[src/rtl/root_pkg.sv]
// Shared widths and FSM state type for the root/remainder reconstruction unit.
// Widths are fixed: 16-bit root, 17-bit remainder, 32-bit radicand.
package root_pkg;

  localparam int QW = 16;
  localparam int RW = 17;
  localparam int DW = 32;

  typedef enum logic [1:0] {
    ST_IDLE = 2'd0,
    ST_MUL  = 2'd1,
    ST_ADD  = 2'd2,
    ST_DONE = 2'd3
  } state_t;

endpackage

[src/rtl/root_square.sv]
// Rebuilds d = q*q + r by 16 shift-add steps plus one add; ready rises 17 edges after load.
// No backpressure: a load in any state aborts the current operation and restarts it.
module root_square
  import root_pkg::*;
(
  input  logic          clk,
  input  logic          reset,
  input  logic          load,
  input  logic [QW-1:0] q,
  input  logic [RW-1:0] r,
  output logic [DW-1:0] d,
  output logic          ovf,
  output logic          rem_err,
  output logic          busy,
  output logic          ready,
  output logic [3:0]    count
);

  state_t        state_q,   state_d;
  logic [QW-1:0] mcand_q,   mcand_d;
  logic [QW-1:0] mplier_q,  mplier_d;
  logic [RW-1:0] rem_q,     rem_d;
  logic [DW:0]   acc_q,     acc_d;
  logic [3:0]    count_q,   count_d;
  logic          busy_q,    busy_d;
  logic          ready_q,   ready_d;
  logic [DW-1:0] d_q,       d_d;
  logic          ovf_q,     ovf_d;
  logic          rem_err_q, rem_err_d;

  always_comb begin
    state_d   = state_q;
    mcand_d   = mcand_q;
    mplier_d  = mplier_q;
    rem_d     = rem_q;
    acc_d     = acc_q;
    count_d   = count_q;
    busy_d    = busy_q;
    ready_d   = ready_q;
    d_d       = d_q;
    ovf_d     = ovf_q;
    rem_err_d = rem_err_q;

    if (load) begin
      state_d   = ST_MUL;
      mcand_d   = q;
      mplier_d  = q;
      rem_d     = r;
      acc_d     = '0;
      count_d   = '0;
      busy_d    = 1'b1;
      ready_d   = 1'b0;
      d_d       = '0;
      ovf_d     = 1'b0;
      rem_err_d = (r > {q, 1'b0});
    end else begin
      case (state_q)
        ST_MUL: begin
          // Partial product never exceeds 32 bits, so dropping acc[32] on the shift is safe.
          acc_d    = {acc_q[DW-1:0], 1'b0}
                   + (mplier_q[QW-1] ? {{(DW+1-QW){1'b0}}, mcand_q} : '0);
          mplier_d = {mplier_q[QW-2:0], 1'b0};
          count_d  = count_q + 4'd1;
          if (count_q == 4'hF) state_d = ST_ADD;
        end
        ST_ADD: begin
          acc_d   = acc_q + {{(DW+1-RW){1'b0}}, rem_q};
          state_d = ST_DONE;
          busy_d  = 1'b0;
          ready_d = 1'b1;
          d_d     = acc_d[DW-1:0];
          ovf_d   = acc_d[DW];
        end
        default: ;
      endcase
    end
  end

  always_ff @(posedge clk) begin
    if (reset) begin
      state_q   <= ST_IDLE;
      mcand_q   <= '0;
      mplier_q  <= '0;
      rem_q     <= '0;
      acc_q     <= '0;
      count_q   <= '0;
      busy_q    <= 1'b0;
      ready_q   <= 1'b0;
      d_q       <= '0;
      ovf_q     <= 1'b0;
      rem_err_q <= 1'b0;
    end else begin
      state_q   <= state_d;
      mcand_q   <= mcand_d;
      mplier_q  <= mplier_d;
      rem_q     <= rem_d;
      acc_q     <= acc_d;
      count_q   <= count_d;
      busy_q    <= busy_d;
      ready_q   <= ready_d;
      d_q       <= d_d;
      ovf_q     <= ovf_d;
      rem_err_q <= rem_err_d;
    end
  end

  assign d       = d_q;
  assign ovf     = ovf_q;
  assign rem_err = rem_err_q;
  assign busy    = busy_q;
  assign ready   = ready_q;
  assign count   = count_q;

endmodule
[config.mk]
export PLATFORM = sky130hd
export DESIGN_NAME = root_square
export DESIGN_NICKNAME = d
export VERILOG_FILES = /design/src/rtl/root_pkg.sv /design/src/rtl/root_square.sv
export SDC_FILE = /design/constraint.sdc
export NUM_CORES = 1
export LEC_CHECK = 0
export CORE_ASPECT_RATIO = 0.7
export CORE_UTILIZATION = 45
export DETAILED_ROUTE_END_ITERATION = 7
export PLACE_DENSITY = 0.66
export SLEW_MARGIN = 30
export SYNTH_ARGS = -nofsm -noshare
export SYNTH_HDL_FRONTEND = slang
export SYNTH_SLANG_ARGS = --single-unit
export TNS_END_PERCENT = 20
[constraint.sdc]
create_clock -name clk -period 2.5 [get_ports clk]
set_input_delay 0.375 -clock clk [delete_from_list [all_inputs] [get_ports clk]]
set_output_delay 0.375 -clock clk [all_outputs]
set_load 0.01 [all_outputs]
==> results of run 1 <==
how the worst min path moves through the flow:
stage,from,end
floorplan,mplier_q[0],mplier_q[0]
global placement,mplier_q[0],mplier_q[0]
detailed placement,mplier_q[0],mplier_q[0]
CTS,reset,acc_q[31]
global route,reset,rem_q[12]
finish,reset,acc_q[31]
power groups by stage:
stage                     Combinational, uW  Sequential, uW  Clock, uW
after floorplan                         389            2120          0
after global placement                  626            2140          0
after detailed placement                632            2140          0
after CTS                               655            2100       2490
after global routing                    742            2110       2580
final                                   677            2100       2470
worst min-delay path, delay by kind of cell:
family	cells	cell delay, ns
buffers and inverters	1	0.12
AO/OA/AOI/OAI	1	0.09
AND/OR/NAND/NOR	2	0.21
through the flow:
stage | power (uW) | TNS [ns] | util [%] | instances | area [sq um]
2_1_floorplan | 2510 | 0 | - | 926 | 7770
3_3_place_gp | 2760 | -1.71 | 55.7 | 1256 | 9210
3_5_place_dp | 2770 | -2.56 | 55.7 | 1256 | 9210
4_1_cts | 5240 | -0.960 | 60.6 | 1297 | 10000
5_1_grt | 5430 | -3.25 | 61.7 | 1297 | 10200
6_report | 5240 | -0.807 | 61.7 | 1297 | 10200
layer usage:
metal | routed length, microns | up-vias | track usage, %
li1 | - | 3625 | -
met1 | 11900 | 3479 | 40.8
met2 | 9700 | 271 | 38.7
met3 | 1660 | 32 | 5.40
met4 | 310 | 0 | 7.18
met5 | 0 | - | 0
cell type report:
cell class / instances / area share (%)
multi-input cells: 708 / 50.8
well taps: 225 / 2.76
clock buffers: 22 / 4.55
flip-flops and latches: 124 / 24.4
clock inverters: 10 / 1.13
inverters: 34 / 1.25
repair buffers: 174 / 15.1
layout by cell type (no fill, tap or decap), types with 15 or more instances in the layout:
cell type,instances
a211oi_1,38
a21oi_1,80
and2_1,15
buf_4,91
clkbuf_16,17
clkdlybuf4s50_1,73
dfxtp_1,122
ha_1,43
inv_1,34
mux2i_1,40
nand2_1,71
nor2_1,83
nor2b_1,16
o21ai_0,37
xnor2_1,35
what timing repair did:
item,4_1_cts,5_1_grt
gates cloned,1,0
pin swaps,24,12
buffers inserted,8,2
endpoints found under the setup margin,22,39
gates resized for setup,32,35
logic make-up (layout without fill, tap and decap cells):
| family | after synthesis | in the layout | share of synthesized area [%] |
|---|---|---|---|
| muxes | 42 | 42 | 5.45 |
| buffers and inverters | 95 | 240 | 5.29 |
| adders and majority gates | 53 | 53 | 8.76 |
| and+or+nand+nor | 271 | 272 | 17.4 |
| AOI/OAI and AO/OA | 290 | 290 | 25.3 |
| xor gates and xnor gates | 51 | 51 | 5.77 |
| DFF | 124 | 124 | 32.1 |
flip-flops by register name, indices dropped and copies added, names as in the netlist:
signal and flops:
mcand_q 16, state_q 2, ready 1, busy 1
d 32, count 4, acc_q 33, rem_err 1
ovf 1, rem_q 17, mplier_q 16
==> impl_metrics.env, run 1 <==
export IMPL_avgSynthCellArea_sq_um=8.36
export IMPL_dr_total_vias=7407
export IMPL_synth_seq_cells=124
export IMPL_ys_warn_count=0
export IMPL_path_depth=11
export IMPL_synth_cells=926
export IMPL_fin_crit_sh_pct=105
export IMPL_fin_skew_ns=0.00865
export IMPL_die_h_microns=112
export IMPL_antenna_found_initial=0
export IMPL_grt_usage_pct=27.1
export IMPL_swShare_pct=26.0
export IMPL_report_final_setup_viol=14
export IMPL_synthDistinctLibCells=75
export IMPL_clk_pin_slew_ns=0.06
export IMPL_synth_top_area_share_pct=32.1
export IMPL_slew_headroom_pct=43.2
export IMPL_grt_overflow_total=0
export IMPL_clk_path_buf_depth=2
export IMPL_synthFlopType="dfxtp_1"
export IMPL_timing_critical_path_to="acc_q[26]"
export IMPL_wirelength_microns=23500
export IMPL_rr_startpoint="mplier_q[15]"
export IMPL_synth_area_leaders="dfxtp_1 (32%), ha_1 (8.2%), a21oi_1 (5.6%), mux2i_1 (5.3%), xnor2_1 (4.2%)"
export IMPL_arrival_ns=2.91
export IMPL_cts_sinks=124
export IMPL_pre_cts_ws_ns=-0.227
export IMPL_multi_input_area_sq_um=5180
export IMPL_fin_nets=1148
export IMPL_path_buf_inv=3
export IMPL_worst_slack_ns=-0.136
export IMPL_drive_above_1_share_pct=19.7
export IMPL_regArea_sq_um=2490
export IMPL_p_leak_uw=0.00409
export IMPL_critPathTopFamily="compound AO/OA/AOI/OAI gates"
export IMPL_synth_seq_area_share_pct=32.1
export IMPL_power_frac_seq_pct=40.0
export IMPL_r2r_end="acc_q[26]"
export IMPL_grt_start_max_net_pins=53
export IMPL_min_period_ns=2.64
export IMPL_n_antenna_cell=0
export IMPL_p_clk_share_pct=47.1
export IMPL_max_cap_viol_count=0
export IMPL_slowest_stage="a2111oi_4"
export IMPL_antenna_left=0
export IMPL_core_area_sq_um=16500
export IMPL_synth_edf_count=0
export IMPL_setup_worst_path_end_class="register"
export IMPL_cts_hold_buf=0
export IMPL_synth_most_common_cell="dfxtp_1"
export IMPL_slowest_delay_ns=0.42
export IMPL_holdPathStages=4
export IMPL_crit_fanout=8
export IMPL_cts_buffers=17
export IMPL_intPower_uw=3880
export IMPL_worstMarginPinSlew_ns=0.848
export IMPL_reg2regPathDepth=11
export IMPL_grt_first_pass_wirelength_microns=38100
export IMPL_drt_first_iter_violations=651
export IMPL_violations="negative setup slack"
export IMPL_grt_pass1_vias=7079
export IMPL_n_fill_cell=1403
export IMPL_crit_path_cell_trace="buf_6 -> and2_1 -> ha_1 -> a21o_1 -> a211o_1 -> a2111oi_4 -> nor3b_4 -> buf_12 -> buf_4 -> a41oi_2 -> a41oi_1"
export IMPL_peakVddDrop_mv=0.342
export IMPL_cp_data_required_time_ns=2.77
export IMPL_cp_startpoint="mplier_q[15]"
export IMPL_drv_slew=0
export IMPL_hp_class="in2reg"
export IMPL_cts_tree="yes"
export IMPL_finalHoldViolations=0
export IMPL_syn_nets=1015
export IMPL_start_util_pct=46.8
export IMPL_placementRows=39
export IMPL_pin_count=76
export IMPL_critPathKind="reg2reg"
export IMPL_rrSetupSlack_ns=-0.14
export IMPL_pwr_share_comb_pct=12.9
export IMPL_p_per_area_nw_per_um2=514
export IMPL_hold_ws_ns=0.426
export IMPL_clock_fmax_mhz=379
export IMPL_yosys_top_cells_count="dfxtp_1 (124), a21oi_1 (87), nor2_1 (84)"
export IMPL_rsz0062_at_grt="yes"
export IMPL_numPortBuffers=75
export IMPL_clock_root_buffer="clkbuf_16"
export IMPL_start_kind="register"
export IMPL_avgRoutedWirePerCell_microns=18.1
export IMPL_die_x_microns=159
export IMPL_drcViolationCount=0
export IMPL_place_congestion=0.933
export IMPL_netSwitchingPower_uw=1360
export IMPL_yosysTopAreaCell="dfxtp_1"
export IMPL_run_status="complete, but fails checks"
export IMPL_clock_latency_ns=0.43
export IMPL_synth_area_sq_um=7740
export IMPL_areaGrowthSynthToFinish_pct=31.8
export IMPL_htreeDepth=4
export IMPL_dieArea_sq_um=17700
export IMPL_async_reset_ff_share_pct=0
export IMPL_dr_pass1_iters=6
export IMPL_viasPerCell=5.71
export IMPL_dpl_hpwl_microns=16600
Power figures use the tool's default switching activity.
==> inputs of run 2 (changes only) <==
--- a/config.mk
+++ b/config.mk
@@ -8,7 +8,8 @@
 export CORE_ASPECT_RATIO = 0.7
 export CORE_UTILIZATION = 45
 export DETAILED_ROUTE_END_ITERATION = 7
-export PLACE_DENSITY = 0.66
+export GPL_ROUTABILITY_DRIVEN = 0
+export PLACE_DENSITY = 0.68
 export SLEW_MARGIN = 30
 export SYNTH_ARGS = -nofsm -noshare
 export SYNTH_HDL_FRONTEND = slang
==> run 2 against run 1 <==
  * The flow still finishes with violations (negative setup slack)
  * Sequential share of layout area grew 0.32 points
  * Critical path type unchanged
  * Combinational power shrank 3%
  * Critical endpoint unchanged
  * Cell count shrank 0.31%
  * Fmax is 1.3% lower
  * First-iteration DRC count increased by 8.4%
  * Power grew 2.7%
  * Critical path depth is the same
  * Largest power group unchanged
  * Wire length down 2.7%
==> impl_metrics.env, run 2 (synthesis gave the netlist of run 1 again) <==
export IMPL_worstMarginPinSlew_ns=0.620
export IMPL_antenna_found_initial=0
export IMPL_power_uw=5380
export IMPL_r2r_end="acc_q[26]"
export IMPL_wirelength_microns=22900
export IMPL_reg2regPathDepth=11
export IMPL_die_h_microns=112
export IMPL_clock_root_buffer="clkbuf_16"
export IMPL_cts_buffers=17
export IMPL_fin_skew_ns=0.0107
export IMPL_path_depth=11
export IMPL_avgRoutedWirePerCell_microns=17.7
export IMPL_min_period_ns=2.67
export IMPL_pin_count=76
export IMPL_regArea_sq_um=2490
export IMPL_grt_usage_pct=26.5
export IMPL_path_buf_inv=2
export IMPL_regMostFlops="acc_q"
export IMPL_antenna_left=0
export IMPL_viasPerCell=5.69
export IMPL_largest_reg_flops=33
export IMPL_cts_tree="yes"
export IMPL_timing_critical_path_to="acc_q[26]"
export IMPL_numPortBuffers=75
export IMPL_drv_slew=0
export IMPL_critPathTopFamily="compound AO/OA/AOI/OAI gates"
export IMPL_grt_pass1_vias=7041
export IMPL_hold_ws_ns=0.284
export IMPL_grt_first_pass_wirelength_microns=37200
export IMPL_slowest_stage="o211ai_1"
export IMPL_rr_startpoint="mplier_q[15]"
export IMPL_multi_input_area_sq_um=5080
export IMPL_start_kind="register"
export IMPL_peakVddDrop_mv=0.368
export IMPL_cp_startpoint="mplier_q[15]"
export IMPL_worst_slack_ns=-0.171
export IMPL_final_common_cell="dfxtp_1"
export IMPL_htreeDepth=4
export IMPL_dpl_hpwl_microns=16500
export IMPL_n_fill_cell=1449
export IMPL_report_final_setup_viol=13
export IMPL_drcViolationCount=0
export IMPL_setup_worst_path_end_class="register"
export IMPL_hp_start="reset"
export IMPL_max_cap_viol_count=0
export IMPL_placementRows=39
export IMPL_clock_fmax_mhz=374
export IMPL_drive_above_1_share_pct=17.8
export IMPL_crit_fanout=14
export IMPL_p_leak_uw=0.00401
export IMPL_place_area_sq_um=9180
export IMPL_fin_area_sq_um=10100
export IMPL_violations="negative setup slack"
export IMPL_clk_pin_slew_ns=0.06
export IMPL_holdPathStages=2
export IMPL_finalHoldViolations=0
export IMPL_n_antenna_cell=0
export IMPL_final_util_pct=60.9
export IMPL_core_area_sq_um=16500
export IMPL_cts_sinks=124
export IMPL_rrSetupSlack_ns=-0.17
export IMPL_grt_start_max_net_pins=50
export IMPL_p_per_area_nw_per_um2=535
export IMPL_die_x_microns=159
export IMPL_drt_first_iter_violations=706
export IMPL_rsz0062_at_grt="yes"
export IMPL_start_util_pct=46.8
export IMPL_fin_nets=1144
export IMPL_hp_class="in2reg"
export IMPL_arrival_ns=2.95
export IMPL_fin_crit_sh_pct=107
export IMPL_areaGrowthSynthToFinish_pct=30.1
export IMPL_crit_path_cell_trace="buf_4 -> and2_1 -> ha_1 -> o211ai_1 -> o211ai_1 -> a2111oi_4 -> nor3b_4 -> buf_12 -> a31oi_1 -> a41oi_2 -> a41oi_2"
export IMPL_dieArea_sq_um=17700
export IMPL_mostFrequentLayoutCells="dfxtp_1 (121), buf_4 (93), a21oi_1 (84)"
export IMPL_critPathKind="reg2reg"
export IMPL_dr_pass1_iters=8
export IMPL_cts_hold_buf=0
export IMPL_grt_overflow_total=0
export IMPL_slowest_delay_ns=0.40
export IMPL_clock_latency_ns=0.43
export IMPL_run_status="complete, but fails checks"
export IMPL_clk_path_buf_depth=2
export IMPL_cp_data_required_time_ns=2.78
export IMPL_slew_headroom_pct=58.7
export IMPL_dr_total_vias=7355
-- run 2: worst reg2reg max path: cells and delay by family, from the launching register on --
kind / cells / cell delay, ns
buffers and inverters: 2 / 0.32
AND/OR/NAND/NOR: 2 / 0.40
adder cells (fa/ha/maj): 1 / 0.29
flip-flops: 1 / 0.37
AO/OA/AOI/OAI: 6 / 1.15
-- run 2: area by class of cell --
cell class	count	area share (%)
multi-input combinational	708	50.4
sequential	124	24.7
timing repair buffer	170	14.7
clock buffer	21	4.47
tap	225	2.80
clock inverter	11	1.66
inverter	34	1.27
-- run 2: per-stage QoR --
step	cells	setup WS [ns]	setup TNS, ns
2_1_floorplan	926	0.00589	0
3_3_place_gp	1254	-0.216	-2.12
3_5_place_dp	1254	-0.269	-2.68
4_1_cts	1292	-0.0982	-0.381
5_1_grt	1293	-0.326	-3.71
6_report	1293	-0.171	-0.787
-- run 2: metal layers --
metal,share of wire (%),GRT usage [%],vias up
li1,-,-,3616
met1,50,39.0,3451
met2,41,37.3,257
met3,7.5,6.71,31
met4,1.5,8.22,0
met5,0,0,-
-- run 2: power breakdown --
part           switching [uW]  internal (uW)  leakage, uW
logic                     351            308      0.00270
clock network             936           1690     0.000297
registers                52.5           2050      0.00101
-- run 2: timing repair --
item,4_1_cts,5_1_grt
resized for setup,16,28
gates cloned,1,0
buffers inserted,6,1
endpoints found under the setup margin,23,41
pin swaps,11,8
-- run 2: worst min path at each step --
| stage | to | slack (ns) |
|---|---|---|
| floorplan | mplier_q[0] | 0.44 |
| global placement | mplier_q[0] | 0.45 |
| detailed placement | d[7] | 0.46 |
| CTS | state_q[0] | 0.27 |
| global route | rem_q[15] | 0.28 |
| finish | state_q[0] | 0.28 |
==> inputs of run 3 (changes only) <==
--- a/config.mk
+++ b/config.mk
@@ -6,10 +6,9 @@
 export NUM_CORES = 1
 export LEC_CHECK = 0
 export CORE_ASPECT_RATIO = 0.7
-export CORE_UTILIZATION = 45
+export CORE_UTILIZATION = 24
 export DETAILED_ROUTE_END_ITERATION = 7
 export GPL_ROUTABILITY_DRIVEN = 0
-export PLACE_DENSITY = 0.68
 export SLEW_MARGIN = 30
 export SYNTH_ARGS = -nofsm -noshare
 export SYNTH_HDL_FRONTEND = slang
==> run 3 against run 2 <==
  * Highest routed layer unchanged
  * Critical path depth up 1
  * Global-route usage down 11 points
  * Die area up 86%
  * First-iteration DRC count down 14%
  * The run still ends with negative setup slack left
  * Cell count up 15%
  * Combinational power up 5.3%
  * Setup slack better by 0.055 ns
  * Clock power about the same
==> impl_metrics.env, run 3 (synthesis gave the netlist of run 1 again) <==
export IMPL_run_status="complete, but fails checks"
export IMPL_violations="negative setup slack"
export IMPL_min_period_ns=2.62
export IMPL_setup_worst_path_end_class="register"
export IMPL_dr_pass1_iters=5
export IMPL_slowest_delay_ns=0.38
export IMPL_drive_above_1_share_pct=20.1
export IMPL_p_per_area_nw_per_um2=519
export IMPL_fin_crit_sh_pct=105
export IMPL_antenna_found_initial=0
export IMPL_drt_first_iter_violations=605
export IMPL_rrSetupSlack_ns=-0.12
export IMPL_clk_path_buf_depth=2
export IMPL_placementRows=54
export IMPL_crit_fanout=8
export IMPL_clock_fmax_mhz=382
export IMPL_start_kind="register"
export IMPL_max_cap_viol_count=0
export IMPL_numPortBuffers=75
export IMPL_rsz0062_at_grt="yes"
export IMPL_drv_slew=0
export IMPL_antenna_left=0
export IMPL_cts_tree="yes"
export IMPL_die_x_microns=217
export IMPL_grt_start_max_net_pins=50
export IMPL_final_util_pct=33.4
export IMPL_clock_latency_ns=0.44
export IMPL_critPathTopFamily="simple AND/OR/NAND/NOR gates"
export IMPL_grt_overflow_total=0
export IMPL_fin_skew_ns=0.00946
export IMPL_p_leak_uw=0.00406
export IMPL_peakVddDrop_mv=0.376
export IMPL_slew_headroom_pct=52.5
export IMPL_clk_pin_slew_ns=0.07
export IMPL_dieArea_sq_um=33000
export IMPL_cts_hold_buf=0
export IMPL_die_h_microns=152
export IMPL_path_buf_inv=3
export IMPL_htreeDepth=4
export IMPL_regMostFlops="acc_q"
export IMPL_cts_sinks=124
export IMPL_largest_reg_flops=33
export IMPL_n_fill_cell=3220
export IMPL_dpl_hpwl_microns=17700
export IMPL_arrival_ns=2.91
export IMPL_mostFrequentLayoutCells="dfxtp_1 (121), buf_4 (89), nor2_1 (83)"
export IMPL_avgRoutedWirePerCell_microns=16.8
export IMPL_finalHoldViolations=0
export IMPL_clock_root_buffer="clkbuf_16"
export IMPL_grt_pass1_vias=7054
export IMPL_cts_buffers=17
export IMPL_cp_data_required_time_ns=2.79
export IMPL_worstMarginPinSlew_ns=0.713
export IMPL_start_util_pct=24.6
export IMPL_drcViolationCount=0
export IMPL_report_final_setup_viol=14
export IMPL_worst_slack_ns=-0.117
export IMPL_critPathKind="reg2reg"
export IMPL_fin_nets=1145
export IMPL_pre_cts_ws_ns=-0.276
export IMPL_pin_count=76
export IMPL_hp_class="in2reg"
export IMPL_n_antenna_cell=0
export IMPL_areaGrowthSynthToFinish_pct=35.8
export IMPL_final_common_cell="dfxtp_1"
export IMPL_crit_top_cell="buf_4"
export IMPL_dr_total_vias=7451
export IMPL_wirelength_microns=25100
export IMPL_viasPerCell=5.00
export IMPL_core_area_sq_um=31400
export IMPL_grt_first_pass_wirelength_microns=39400
export IMPL_grt_usage_pct=15.0
export IMPL_slowest_stage="dfxtp_4"
export IMPL_crit_path_cell_trace="buf_6 -> and2_1 -> ha_1 -> nand2_1 -> buf_4 -> nor4_4 -> a2111oi_4 -> buf_4 -> nor3b_4 -> a21boi_0 -> o21ai_1 -> a21oi_1"
run 3: cell count changes in the layout (fill, tap and decap cells not counted), sizes merged:
cell | before | now
inv | 34 | 39
clkbuf | 21 | 18
clkinvlp | 2 | 0
bufinv | 4 | 3
clkinv | 5 | 6
nor3b | 2 | 3
run 3: per-layer routing:
metal	wire, microns	GRT usage (%)	share of wire (%)
met2	11100	22.9	44
met5	0	0	0
met1	12100	21.3	48
met3	1270	2.53	5.1
met4	526	5.13	2.1
run 3: final timing paths:
kind / startpoint / endpoint / cells past startpoint
worst min register to register: mplier_q[0] / mplier_q[0] / 2
worst min-delay path: reset / rem_q[13] / 3
worst max register to register: mplier_q[15] / acc_q[20] / 12
worst max-delay path: mplier_q[15] / acc_q[20] / 12
run 3: cell type report:
class / count / area [sq um] / share of cell area [%]
clock buffers: 18 / 439 / 4.18
inverters: 34 / 128 / 1.21
repair buffers: 170 / 1490 / 14.2
multi-input cells: 709 / 5250 / 50.0
flip-flops and latches: 124 / 2490 / 23.7
clock inverters: 14 / 183 / 1.74
well taps: 420 / 526 / 5.00
run 3: repair_timing:
item                       in CTS  in global routing
pin swaps                      21                 22
hold endpoints to repair        0                  0
gates cloned                    1                  1
buffers inserted                9                  2
resized for setup              36                 36
setup endpoints to repair      30                 42
run 3: power by group:
group / switching [uW] / internal (uW) / total (uW)
clock: 1040 / 1620 / 2660
sequential: 60.0 / 2040 / 2100
combinational: 368 / 326 / 694
total: 1470 / 3990 / 5450
run 3: through the flow:
step	cell area [sq um]	std cells	TNS [ns]	hold WS (ns)	total power (uW)
6_report	10500	1489	-0.847	0.374	5450
5_1_grt	10500	1489	-2.47	0.400	5640
4_1_cts	10300	1486	-0.642	0.376	5450
3_5_place_dp	9400	1446	-3.34	0.453	2780
3_3_place_gp	9400	1446	-1.71	0.448	2770
2_1_floorplan	7770	926	0	0.437	2510
run 3: worst register-to-register path: cells and delay by family (launching register included):
kind | cells | cell delay, ns
adder cells (fa/ha/maj) | 1 | 0.31
buffers and inverters | 3 | 0.48
flip-flops | 1 | 0.38
AO/OA/AOI/OAI | 4 | 0.52
AND/OR/NAND/NOR | 4 | 0.82
